### src/rtl/keypoint_collector.sv
// Packs FAST keypoints into a FWFT FIFO and closes each frame with a terminator record.
// Define KPC_FRAME_STATS_EN to add the kept/dropped counts to the terminator and to enable o_drop.
module keypoint_collector #(
  parameter int         DEPTH     = 64,
  parameter int         MAX_KP    = 500,
  parameter logic [7:0] SCORE_MIN = 8'd0
) (
  input  logic                     i_clk,
  input  logic                     i_rst,
  input  logic                     i_start,
  input  logic                     i_end,
  input  logic                     i_flag,
  input  logic [9:0]               i_x,
  input  logic [9:0]               i_y,
  input  logic [7:0]               i_score,
  input  logic [11:0]              i_cos,
  input  logic [11:0]              i_sin,
  output logic                     o_valid,
  input  logic                     i_ready,
  output logic [51:0]              o_data,
  output logic                     o_eof,
  output logic [9:0]               o_count,
  output logic [9:0]               o_drop,
  output logic [$clog2(DEPTH):0]   o_level,
  output logic                     o_busy
);

  localparam int AW = $clog2(DEPTH);
  localparam int LW = AW + 1;
  localparam logic [LW-1:0] LVL_FULL  = LW'(DEPTH);
  localparam logic [LW-1:0] LVL_KPMAX = LW'(DEPTH - 1);
  localparam logic [9:0]    KP_CAP    = 10'(MAX_KP);

  typedef enum logic [1:0] {S_IDLE, S_FRAME, S_TERM} state_t;

  state_t        state_reg;
  logic [9:0]    count_reg;
  logic [AW-1:0] wr_ptr_reg;
  logic [AW-1:0] rd_ptr_reg;
  logic [LW-1:0] level_reg;
  logic [52:0]   mem [DEPTH];

  logic          candidate;
  logic          room;
  logic          kp_push;
  logic          kp_drop;
  logic          term_push;
  logic          pop;
  logic          push;
  logic [51:0]   term_payload;
  logic [52:0]   wr_word;
  logic [52:0]   head_word;

  // A restart pulse takes priority over any pixel presented in the same cycle.
  always_comb begin
    candidate = (state_reg == S_FRAME) && !i_start && i_flag && (i_score >= SCORE_MIN);
    room      = (count_reg < KP_CAP) && (level_reg < LVL_KPMAX);
    kp_push   = candidate && room;
    kp_drop   = candidate && !room;
    term_push = (state_reg == S_TERM);
    pop       = (level_reg != '0) && i_ready;
    // Only a terminator can meet a full FIFO; it waits for nothing, so guard the write.
    push      = (kp_push || term_push) && ((level_reg != LVL_FULL) || pop);
    wr_word   = term_push ? {1'b1, term_payload}
                          : {1'b0, i_x, i_y, i_score, i_cos, i_sin};
  end

  always_ff @(posedge i_clk) begin
    if (i_rst) begin
      state_reg <= S_IDLE;
      count_reg <= '0;
    end else begin
      if (i_start) begin
        count_reg <= '0;
      end else if (kp_push) begin
        count_reg <= count_reg + 10'd1;
      end
      case (state_reg)
        S_IDLE:  if (i_start) state_reg <= S_FRAME;
        S_FRAME: if (!i_start && i_end) state_reg <= S_TERM;
        S_TERM:  state_reg <= i_start ? S_FRAME : S_IDLE;
        default: state_reg <= S_IDLE;
      endcase
    end
  end

`ifdef KPC_FRAME_STATS_EN
  logic [9:0] drop_reg;

  always_ff @(posedge i_clk) begin
    if (i_rst || i_start) begin
      drop_reg <= '0;
    end else if (kp_drop && (drop_reg != 10'h3FF)) begin
      drop_reg <= drop_reg + 10'd1;
    end
  end

  assign term_payload = {count_reg, drop_reg, 32'd0};
  assign o_drop       = drop_reg;
`else
  logic unused_drop;
  assign unused_drop  = kp_drop;
  assign term_payload = '0;
  assign o_drop       = '0;
`endif

  always_ff @(posedge i_clk) begin
    if (i_rst) begin
      wr_ptr_reg <= '0;
      rd_ptr_reg <= '0;
      level_reg  <= '0;
    end else begin
      if (push) wr_ptr_reg <= wr_ptr_reg + AW'(1);
      if (pop)  rd_ptr_reg <= rd_ptr_reg + AW'(1);
      if (push && !pop) begin
        level_reg <= level_reg + LW'(1);
      end else if (!push && pop) begin
        level_reg <= level_reg - LW'(1);
      end
    end
  end

  always_ff @(posedge i_clk) begin
    if (push) mem[wr_ptr_reg] <= wr_word;
  end

  // Head is gated so the outputs read as zero whenever the FIFO is empty.
  assign head_word = mem[rd_ptr_reg];
  assign o_valid   = (level_reg != '0);
  assign o_data    = o_valid ? head_word[51:0] : '0;
  assign o_eof     = o_valid && head_word[52];
  assign o_count   = count_reg;
  assign o_level   = level_reg;
  assign o_busy    = (state_reg != S_IDLE);

endmodule

### config.mk
export PLATFORM = sky130hd
export DESIGN_NAME = keypoint_collector
export DESIGN_NICKNAME = d
export VERILOG_FILES = /design/src/rtl/keypoint_collector.sv
export SDC_FILE = /design/constraint.sdc
export NUM_CORES = 2
export LEC_CHECK = 0
export CAP_MARGIN = 20
export CORE_MARGIN = 4
export CORE_UTILIZATION = 35
export DETAILED_ROUTE_END_ITERATION = 8
export GPL_TIMING_DRIVEN = 0
export SLEW_MARGIN = 10
export SYNTH_ARGS = -nofsm -noshare
export SYNTH_HDL_FRONTEND = slang
export SYNTH_SLANG_ARGS = --single-unit
### constraint.sdc
create_clock -name i_clk -period 14.35 [get_ports i_clk]
set_input_delay 3.5875 -clock i_clk [delete_from_list [all_inputs] [get_ports i_clk]]
set_output_delay 3.5875 -clock i_clk [all_outputs]
set_load 0.01 [all_outputs]
==> flow_summary.toml <==
[outcome]
status = "complete, no violations"

[drt]
drtIter0Drc = 13100
wl_mm = 476
drc = 0
vias = 71100
viasPerCell = 6.04
wire_per_inst_um = 40.4
ant_nets = 0
drt_first_pass_iters = 8

[grt]
gr-total-overflow = 0
grt_max_degree = 66
grt_pass1_wl_mm = 627
grt_pass1_vias = 68100
grt_util_met2_pct = 37.9
track_usage_pct = 24.0
antenna_found_initial = 28
use_met3_pct = 5.98
global_route.usage.met1_pct = 30.9
top_usage_layer = "met2"

[timing]
worst_slew_pin_slew_ns = 1.25
timing.final.crit_share_pct = 69.6
hold_viol_final = 0
finalSetupViolCount = 0
timing.fmax_mhz = 100
final.min_clock_period_ns = 9.99
skew_ns = 0.0630
fin_ws_ns = 4.36
relSlewSlack_pct = 16.9
rsz0062_at_grt = "no"
final_max_slew_viol_count = 0

[layout]
final_cells = 11800
fin_nets = 6544
top_register = "mem"
fin_area_um2 = 159000
area_growth_pct = 20.3
largest_reg_flops = 3392
utilization_pct = 42.2
drive_gt1_share_pct = 32.2

[power_and_ir_drop]
seqPwrFrac_pct = 43.1
clock_power_share_pct = 35.2
swShare_pct = 28.2
ir_drop_uv = 108
power.density_nw_per_um2 = 162
p_switching_mw = 7.23
finalPower_mw = 25.7
p_leak_nw = 48.6
internal_power_mw = 18.4
p_comb_share_pct = 21.8

[floorplan]
die_y_um = 622
dieArea_um2 = 386000
io_pins = 140
row_count = 225
start_util_pct = 35.1
die_w_um = 622
core_area_um2 = 375000

[place]
dp_hpwl_mm = 331
numPortBuffers = 129
preCtsSetupSlack_ns = 5.49
place_inst = 11100
place.gp.congestion = 0.839
placed_area_um2 = 147000

[clock_tree]
clkTransAtPathRegs_ns = 0.06
post_cts_resize_count = 0
h-tree-depth = 5
cts_sinks = 3429
clockBufferDepth = 4
post_cts_buffers = 0
clkLatencyLatePin_ns = 0.97
tritoncts = "done"
cts_made_buffers = 353
root_buffer = "clkbuf_16"
cts_hold_repair.buffers = 0

[worst_setup_path]
ff2ff_path_depth = 9
endpoint = "o_data[42]"
critPathCaptureType = "output pin"
required_ns = 10.76
cp_max_fo = 10
slowest_stage = "clkbuf_1"
critical_path.top_delay_family = "buffers and inverters"
start_kind = "register"
path_buf_inv = 6
r2r_end = "mem[49][31]"
path_class = "register to output pin"
arrival_ns = 6.40
critical_path_depth = 10
ff2ff_setup_slack_ns = 9.32
path_cells = "buf_2 -> buf_4 -> buf_2 -> clkbuf_1 -> clkbuf_1 -> nand2_1 -> a32oi_1 -> nand2_1 -> o22ai_1 -> clkdlybuf4s50_1"
r2r_start = "o_level[6]"
slowest_delay_ns = 0.92

[synth]
ys_seq_elements = 3429
ys_warn_count = 0
ys.flop_type = "edfxtp_1"
ys_types = 73
ys_async_sr_fraction_pct = 0
ys_seq_area_share_pct = 77.9
synth-edff-count = 3392
synth_area_um2 = 132000
syn_area_per_cell_um2 = 23.4
postSynthCellCount = 5641

[min_path]
hold_class = "register to register"

[run]
maxCapViolations = 0
==> metrics by stage <==
stage               hold WS [ns]  setup TNS (ns)
floorplan                  0.455               0
global placement           0.475          -18.45
CTS                        0.494               0
finish                     0.508               0
global route               0.544               0
detailed placement         0.501               0
==> power groups by stage <==
stage	sequential, mW	clock, mW	combinational (mW)
2_1_floorplan	11.3	0	3.25
3_3_place_gp	11.3	0	5.45
3_5_place_dp	11.3	0	5.58
4_1_cts	11.1	9.06	5.59
5_1_grt	11.0	9.50	5.76
6_report	11.1	9.02	5.59
==> how the worst min path moves through the flow <==
stage	depth (start not counted)	slack [ns]	from	end
after CTS	2	0.49	rd_ptr_reg[4]	register
after detailed placement	1	0.50	state_reg[1]	state_reg[0]
after floorplan	1	0.45	state_reg[1]	state_reg[0]
after global routing	1	0.54	state_reg[1]	state_reg[0]
final	1	0.51	state_reg[1]	state_reg[0]
after global placement	1	0.48	o_count[9]	o_count[9]
==> cells by family (layout without fill, tap and decap cells) <==
family,Yosys count,count (layout),share of synthesized area (%)
buffers and inverters,331,1438,1.31
AND/OR/NAND/NOR,453,453,1.66
other,1,24,0.00285
flip-flops,3429,3429,77.9
multiplexers,1136,1136,17.6
AO/OA/AOI/OAI,271,271,1.43
adder cells (fa/ha/maj),10,10,0.101
XOR/XNOR,10,10,0.0665
==> layout by cell type, fill, tap and decap left out, drive strengths merged, types with 37 or more instances in the layout <==
master         count
mux2i            173
clkbuf           524
nand2            150
dfxtp             37
edfxtp          3392
nor2             107
a21oi             47
mux4             937
and2              60
nand3             49
buf              564
clkinv           156
clkdlybuf4s50    129
==> synthesized netlist by cell type (26+ instances only) <==
master / instances / share of area, %
clkbuf_1: 93 / 0.26
mux4_2: 937 / 16
o211ai_1: 26 / 0.15
a22oi_1: 33 / 0.19
dfxtp_1: 37 / 0.56
edfxtp_1: 3392 / 77
o22ai_1: 30 / 0.14
buf_1: 31 / 0.088
buf_2: 109 / 0.41
buf_4: 72 / 0.41
and2_1: 60 / 0.28
mux2i_1: 173 / 1.3
nand3_1: 49 / 0.19
nand2_1: 150 / 0.43
a21oi_1: 47 / 0.18
nor2_1: 107 / 0.30
==> layout make-up <==
class | count | area, um2
Tap cell | 4994 | 6250
Timing Repair Buffer | 471 | 8640
Clock buffer | 430 | 9270
Fill cell | 31700 | 217000
Antenna cell | 14 | 35.0
Multi-Input combinational cell | 1890 | 28000
Inverter | 15 | 58.8
Clock inverter | 206 | 1910
Buffer | 316 | 1740
Sequential cell | 3429 | 103000
==> per-layer routing <==
metal  vias to the layer above  share of wire, %
met1                     38300                35
met5                         -             0.019
met3                      1146                13
li1                      25900                 -
met2                      5711                47
met4                        14               6.4
Note: power is estimated with default switching activity, not from simulation.
